<file path="config.mk">
export PLATFORM = sky130hd
export DESIGN_NAME = fir_xifu_ctrl
export DESIGN_NICKNAME = d
export VERILOG_FILES = /design/src/rtl/fir_xifu_ctrl.sv
export SDC_FILE = /design/constraint.sdc
export NUM_CORES = 1
export LEC_CHECK = 0
export CORE_MARGIN = 2
export CORE_UTILIZATION = 47
export DETAILED_ROUTE_END_ITERATION = 6
export MAX_ROUTING_LAYER = met4
export PLACE_DENSITY = 0.68
export REMOVE_ABC_BUFFERS = 1
export SLEW_MARGIN = 20
export SYNTH_ARGS = -nofsm -noshare
export SYNTH_HDL_FRONTEND = slang
export SYNTH_SLANG_ARGS = --single-unit
</file>
<file path="constraint.sdc">
create_clock -name clk_i -period 8.4 [get_ports clk_i]
set_input_delay 1.68 -clock clk_i [delete_from_list [all_inputs] [get_ports clk_i]]
set_output_delay 1.68 -clock clk_i [all_outputs]
set_load 0.05 [all_outputs]
</file>
<file path="src/rtl/fir_xifu_ctrl.sv">
`default_nettype none
// ============================================================================
// Module   : fir_xifu_ctrl
// Function : FIR eXtension unit control/datapath. Holds the tap memory and
//            the sample delay line, and runs one sequential single-MAC FIR
//            pass per accepted sample. The result goes to the execute stage.
// Option   : FIR_XIFU_SATURATE_EN - saturate the result to DATA_W instead
//            of wrapping.
// Revision : 1.0 - initial release
// ============================================================================
module fir_xifu_ctrl #(
  parameter int NUM_TAPS = 8,
  parameter int DATA_W   = 16,
  parameter int ACC_W    = 40,
  parameter int SHIFT    = 15
) (
  input  logic        clk_i,
  input  logic        rst_ni,
  input  logic        clear_i,
  input  logic        wb_tap_valid_i,
  input  logic [31:0] wb_tap_i,
  input  logic        wb_sample_valid_i,
  input  logic [31:0] wb_sample_i,
  output logic        wb_ready_o,
  output logic        ex_valid_o,
  input  logic        ex_ready_i,
  output logic [31:0] ex_sample_o,
  output logic        busy_o
);

  localparam int                 c_idx_w = $clog2(NUM_TAPS);
  localparam logic [c_idx_w-1:0] c_last  = c_idx_w'(NUM_TAPS - 1);
  localparam logic [c_idx_w-1:0] c_one   = c_idx_w'(1);

  typedef enum logic [1:0] {
    ST_IDLE = 2'd0,
    ST_MAC  = 2'd1,
    ST_DONE = 2'd2
  } state_t;

  state_t                     r_state;
  state_t                     w_state_nxt;
  logic signed [DATA_W-1:0]   r_tap [NUM_TAPS];
  logic signed [DATA_W-1:0]   r_x   [NUM_TAPS];
  logic        [c_idx_w-1:0]  r_tap_ptr;
  logic        [c_idx_w-1:0]  r_idx;
  logic signed [ACC_W-1:0]    r_acc;

  logic                       w_tap_we;
  logic                       w_sample_we;
  logic                       w_last;
  logic signed [2*DATA_W-1:0] w_prod;
  logic signed [ACC_W-1:0]    w_shifted;
  logic signed [DATA_W-1:0]   w_y;
  logic                       w_unused;

  assign wb_ready_o  = (r_state == ST_IDLE) && !clear_i;
  assign w_tap_we    = wb_tap_valid_i && wb_ready_o;
  assign w_sample_we = wb_sample_valid_i && wb_ready_o;
  assign w_last      = (r_idx == c_last);
  assign w_prod      = r_x[r_idx] * r_tap[r_idx];

  always_ff @(posedge clk_i or negedge rst_ni) begin
    if (!rst_ni) begin
      r_state <= ST_IDLE;
    end else begin
      r_state <= w_state_nxt;
    end
  end

  always_comb begin
    w_state_nxt = r_state;
    if (clear_i) begin
      w_state_nxt = ST_IDLE;
    end else begin
      case (r_state)
        ST_IDLE: if (w_sample_we) w_state_nxt = ST_MAC;
        ST_MAC:  if (w_last)      w_state_nxt = ST_DONE;
        ST_DONE: if (ex_ready_i)  w_state_nxt = ST_IDLE;
        default:                  w_state_nxt = ST_IDLE;
      endcase
    end
  end

  always_ff @(posedge clk_i or negedge rst_ni) begin
    if (!rst_ni) begin
      r_tap_ptr <= '0;
      r_idx     <= '0;
      r_acc     <= '0;
      for (int k = 0; k < NUM_TAPS; k++) begin
        r_tap[k] <= '0;
        r_x[k]   <= '0;
      end
    end else if (clear_i) begin
      r_tap_ptr <= '0;
      r_idx     <= '0;
      r_acc     <= '0;
      for (int k = 0; k < NUM_TAPS; k++) begin
        r_tap[k] <= '0;
        r_x[k]   <= '0;
      end
    end else begin
      // Tap and sample writes can land together; the MAC reads the new tap next cycle.
      if (w_tap_we) begin
        r_tap[r_tap_ptr] <= wb_tap_i[DATA_W-1:0];
        r_tap_ptr        <= r_tap_ptr + c_one;
      end
      if (w_sample_we) begin
        r_x[0] <= wb_sample_i[DATA_W-1:0];
        for (int k = 1; k < NUM_TAPS; k++) begin
          r_x[k] <= r_x[k-1];
        end
        r_acc <= '0;
        r_idx <= '0;
      end else if (r_state == ST_MAC) begin
        r_acc <= r_acc + {{(ACC_W-2*DATA_W){w_prod[2*DATA_W-1]}}, w_prod};
        r_idx <= r_idx + c_one;
      end
    end
  end

  assign w_shifted = r_acc >>> SHIFT;

`ifdef FIR_XIFU_SATURATE_EN
  localparam logic signed [ACC_W-1:0] c_sat_max =
    {{(ACC_W-DATA_W+1){1'b0}}, {(DATA_W-1){1'b1}}};
  localparam logic signed [ACC_W-1:0] c_sat_min =
    {{(ACC_W-DATA_W+1){1'b1}}, {(DATA_W-1){1'b0}}};

  always_comb begin
    w_y = w_shifted[DATA_W-1:0];
    if (w_shifted > c_sat_max) begin
      w_y = {1'b0, {(DATA_W-1){1'b1}}};
    end else if (w_shifted < c_sat_min) begin
      w_y = {1'b1, {(DATA_W-1){1'b0}}};
    end
  end

  assign w_unused = ^{wb_tap_i[31:DATA_W], wb_sample_i[31:DATA_W]};
`else
  assign w_y      = w_shifted[DATA_W-1:0];
  assign w_unused = ^{wb_tap_i[31:DATA_W], wb_sample_i[31:DATA_W],
                      w_shifted[ACC_W-1:DATA_W]};
`endif

  assign ex_valid_o  = (r_state == ST_DONE);
  assign ex_sample_o = (r_state == ST_DONE) ? {{(32-DATA_W){w_y[DATA_W-1]}}, w_y} : 32'd0;
  assign busy_o      = (r_state != ST_IDLE);

endmodule
`default_nettype wire

</file>
Yosys cells after proc, flatten, opt, wreduce, memory -nomap -nowiden:

Cells that the tools add are included.

* register bits after elaboration: 304
* input port bits: 70
* output and inout port bits: 35
* word-level logic and storage cells: 73

* $add $sub $neg: 3
* multiply operators: 1
* magnitude comparators: 3
* eq/ne operators: 6
* muxes and demuxes: 27
* bitwise gates (word level): 2
* reductions and logical operators: 11

Operators by type and width (count)
* $mux W128: 4
* $bwmux W128: 1
* $mux W40: 3
* $bmux W16 S3: 2
* $mux W16: 5
* $demux W16 S3: 1
* $add A40 B40 Y40: 1
* $mul A16 B16 Y32: 1
* $mux W32: 1
* $mux W3: 5
* $ge A4 B4 Y1 const B: 2
* $mux W2: 4
* $not A3 Y4: 2
* $add A3 B1 Y3 const B: 2
* $ne A3 B3 Y1 const B: 2
* $pmux W2 S3: 1
* $reduce_bool A2 Y1: 3
* $logic_and A1 B1 Y1: 4
* $lt A4 B1 Y1 const B: 1
* $eq A3 B3 Y1 const B: 1
* $ne A3 B2 Y1 const B: 1
* $reduce_and A3 Y1: 1
* $reduce_bool A3 Y1: 1
* $eq A2 B1 Y1 const B: 1
* other kinds (3): 3

Longest topological paths before layout:

* depth in word-level cells: 9
* gate-level depth with buffers: 37
* gate-level depth less buffers: 33

Worst setup path before layout:

No wires, ideal clock.

* path type: register -> register
* from: register r_idx[1]
* to: register r_acc[28]
* setup time: 69 ps
* arrival: 8505 ps
* slack: -174 ps
* cell stages (with the launch flop): 35
* buffers on the path: 4
* period minus slack after synthesis: 8574 ps
* cell sequence: dfrtp_1 buf_2 buf_1 clkbuf_1 mux4_2 mux2i_1 clkbuf_1 nor2_1 fa_1 inv_1 fa_1 fa_1 inv_1 fa_1 fa_1 inv_1 fa_1 inv_1 ha_1 a21o_1 a21oi_1 nand2_1 a21o_1 a21oi_1 xnor2_1 ha_1 nand2_2 o21a_1 o21ai_2 o22ai_1 o31ai_2 a31o_2 a21oi_2 or4b_1 nand3_1

* cells in the longest elaborated chain, start to end: 9

Ends and longest elaborated chain
* from (decl): line 46 `logic [c_idx_w-1:0] r_idx;`
* from (signal assigned): line 117 `r_idx <= r_idx + c_one;`
* $not A3 Y4 (not written as such) *: line 61 `assign w_prod = r_x[r_idx] * r_tap[r_idx];`
* $bmux W16 S3: line 61
* $mux W16 (not written as such) (2 in series): line 61
* $mul A16 B16 Y32 *: line 61
* $add A40 B40 Y40 *: line 116 `r_acc <= r_acc + {{(ACC_W-2*DATA_W){w_prod[2*DATA_W-1]}}, w_prod};`
* $mux W40 *: line 115 `end else if (r_state == ST_MAC) begin`
* $mux W40 *: line 108 `if (w_sample_we) begin`
* $mux W40 *: line 94 `end else if (clear_i) begin`
* to (signal assigned): line 116
* to (decl): line 47 `logic signed [ACC_W-1:0] r_acc;`

Mark *: on every way between the ends. The rest lies on a longest branch, timed or not. The select of a mux whose other input is x is not followed.
A chain may end at the register's enable or synchronous reset.

Worst setup path in the final report:

* from: register r_idx[0]
* to: register r_acc[29]

The elaborated chain is that of the path after synthesis.

==> summary.txt <==
Synthesis
  – Syn Inst Count: 2,695
  – Synth top area share: 29.5%
  – Post-synth top flop: dfrtp_1
  – Area contributors post-synth: dfrtp_1 (30%), fa_1 (21%), nand2_1 (9.9%)
  – Synth cell types: 72
  – #FFs+latches synth: 295
  – Post-Syn Area per Cell: 9.28 um2
  – Yosys warns: 0
  – Register area share after synthesis: 29.5%
  – Post-synth EDFFs: 0
  – Synth Cell Area: 25,000 um2
  – Yosys top cell by area: dfrtp_1
  – Share of synthesized registers carrying an async set or reset: 100%

Floorplan
  – # IOs: 105
  – Die ar.: 55,000 um2
  – Number of placement rows: 84
  – Chip height: 235 um
  – Starting Density: 47.6%
  – Die W: 235 um
  – Core area: 52,600 um2

CTS
  – Reg clk slew, reported paths: 0.06 ns
  – TritonCTS clock tree: built
  – TritonCTS Buffers: 34
  – CTS max path bufs: 3
  – Post-CTS Hold Buffers: 0
  – Clock Tree Root: clkbuf_16
  – Clk Latency, worst-skew pair: 0.55 ns
  – Clock sink count: 295
  – H-tree levels: 2

Routing
  – Final WL: 66,100 um
  – Vias per cell: 5.40
  – Starting DRC count in detailed routing: 1,273
  – Pre-Repair DR Iteration Count: 5
  – Final ANT Viol Nets: 0
  – DR WL/cell: 18.3 um
  – Routed via count: 19.5k
  – # DRC: 0

STA
  – Measured slew at the worst slew-check pin: 1.20 ns
  – Setup Skew: 0.0213 ns
  – Fin. max-slew vios: 0
  – F_max: 0.117 GHz
  – Setup-failing EPs final: 3
  – Period utilisation layout: 102%
  – RSZ-0062 raised after global routing: yes
  – Minimum clock period: 8.54 ns
  – Hold_ws: 0.484 ns
  – Final hold violation count: 0
  – Final worst setup slack: -0.139 ns
  – Slew HR: 19.4%

GRT
  – Gr usage total: 23.9%
  – Global route overflow: 0
  – Number of global-route vias before repair: 19.9k
  – Antenna violations before repair: 0
  – First-pass GRT wire length: 104,000 um
  – Largest net degree at the start of global routing: 173

Power
  – Tot Pwr: 3760 uW
  – Maximum vdd drop: 142 uV
  – Pwr per Cell Area: 125 nW/um2
  – Leak: 0.0144 uW

Setup path
  – CP max stage delay: 0.60 ns
  – CP max FO: 8
  – CP Data Arrival Time: 8.96 ns
  – CP endpoint kind: flip-flop
  – Top cell by count, worst path: fa_1
  – Critical path class: reg -> reg
  – Worst path slowest cell: fa_1
  – Worst EP required: 8.82 ns
  – CP Launch Type: flip-flop

Run status
  – Status: complete, but fails checks
  – Failing checks: negative setup slack

Place
  – Port buffer count: 72
  – Pre-CTS WS: -0.161 ns
  – DPL Wire Length: 47,000 um
  – Gpl congestion: 0.919

Cells and area
  – Area Overhead vs Synth: 19.9%
  – Layout Nets: 3,344
  – Ratio of cells with drive above 1 in the final layout: 18.4%
  – N_diodes: 0

Run
  – Max-cap violations: 0

Min path
  – Hold Path Class: reg -> reg
## layout make-up
cell class / instances / area [um2]
fill: 4427 / 22600
timing repair buffer: 326 / 2990
sequential: 295 / 7390
clock buffer: 48 / 943
tap: 688 / 861
inverter: 319 / 1200
clock inverter: 13 / 190
multi-input combinational: 1927 / 16400
## layout by cell type, fill, tap and decap left out, drive strengths merged, types with 3 or more instances in the layout
cell	count
xnor2	43
mux2	26
nand2	663
mux2i	24
bufinv	4
nor2b	9
mux4	64
nand4	4
a21boi	4
clkbuf	48
nand2b	22
o21bai	6
nand3b	125
xor2	19
or2	4
inv	321
a22oi	12
o21ai	40
clkdlybuf4s50	70
a21oi	171
dfrtp	295
nor3	10
clkinv	5
a22o	6
o21a	10
and2	26
a21o	26
a211o	3
buf	256
nor2	165
a31oi	3
a211oi	10
nand3	11
and3	5
ha	114
or3	7
fa	257
o211ai	3
a32o	4
## flip-flops by register name, indices dropped and copies added (netlist names)
register	flops
r_idx	3
r_acc	31
r_x	128
r_state	2
r_tap_ptr	3
r_tap	128
## through the flow
stage	TNS (ns)	utilization, %	cells	area (um2)
after floorplan	-37.75	-	2538	24300
after global placement	-0.0473	52.3	3485	27500
after detailed placement	-0.404	52.3	3485	27500
after CTS	-0.0182	54.8	3554	28800
after global routing	-1.39	57.0	3616	30000
final	-0.257	57.0	3616	30000
## power by group
group,internal [uW],total [uW],switching (uW)
registers,1450,1470,23.3
logic,330,746,415
clock network,914,1540,627
total,2690,3760,1070
## critical path: cells and delay by family, from the launching register on
family | cells | cell delay [ns]
compound gates | 8 | 1.72
xor+xnor | 1 | 0.15
fa+ha+maj | 8 | 3.57
buf+inv | 7 | 0.73
flops | 1 | 0.46
mux | 2 | 0.87
simple gates | 5 | 0.89
## kinds of logic after synthesis
family	count (synthesis)	synth area share, %
muxes	111	7.81
buffers and inverters	476	7.56
adders and majority gates	371	26.3
AOI/OAI and AO/OA	318	7.70
and+or+nand+nor	1062	18.9
xor gates and xnor gates	62	2.17
DFF	295	29.5
## repair_timing
action,in CTS,in global routing
pin swaps,5,75
gates resized for setup,34,165
setup endpoints to repair,5,9
setup buffers,6,59
cloned,2,5
## synthesized netlist by cell type (3+ instances only)
master,number
nand2_1,662
inv_1,319
dfrtp_1,295
fa_1,257
a21oi_1,169
nor2_1,165
nand3b_1,125
ha_1,114
clkbuf_1,109
mux4_2,64
xnor2_1,43
o21ai_0,37
a21o_1,26
buf_2,25
and2_1,23
mux2_2,23
nand2b_1,22
mux2i_1,21
xor2_1,19
buf_4,16
a22oi_1,12
nand3_1,11
o21a_1,10
a211oi_1,9
nor2b_1,9
nor3_1,9
or3_1,7
a22o_1,6
o21bai_1,6
and3_1,5
buf_1,5
a21boi_0,4
a32o_1,4
nand4_1,4
or2_2,4
a211o_1,3
a31oi_1,3
and2_2,3
mux2i_2,3
## worst paths after layout
path | slack [ns] | depth (start not counted) | endpoint | start
min in group asynchronous | 1.06 | 1 | r_acc[30] | rst_ni
max in group asynchronous | 5.91 | 2 | r_idx[2] | rst_ni
worst min-delay path | 0.48 | 2 | r_x[55] | r_x[71]
worst max register to register | -0.14 | 31 | r_acc[29] | r_idx[0]
worst min register to register | 0.48 | 2 | r_x[55] | r_x[71]
worst max-delay path | -0.14 | 31 | r_acc[29] | r_idx[0]
## layer usage
metal	up-vias	wire [um]	GRT usage (%)
li1	9040	-	-
met1	9887	28400	30.6
met2	466	32700	39.8
met3	119	2990	3.03
met4	0	2020	7.63
met5	-	0	-
Power figures use the tool's default switching activity.
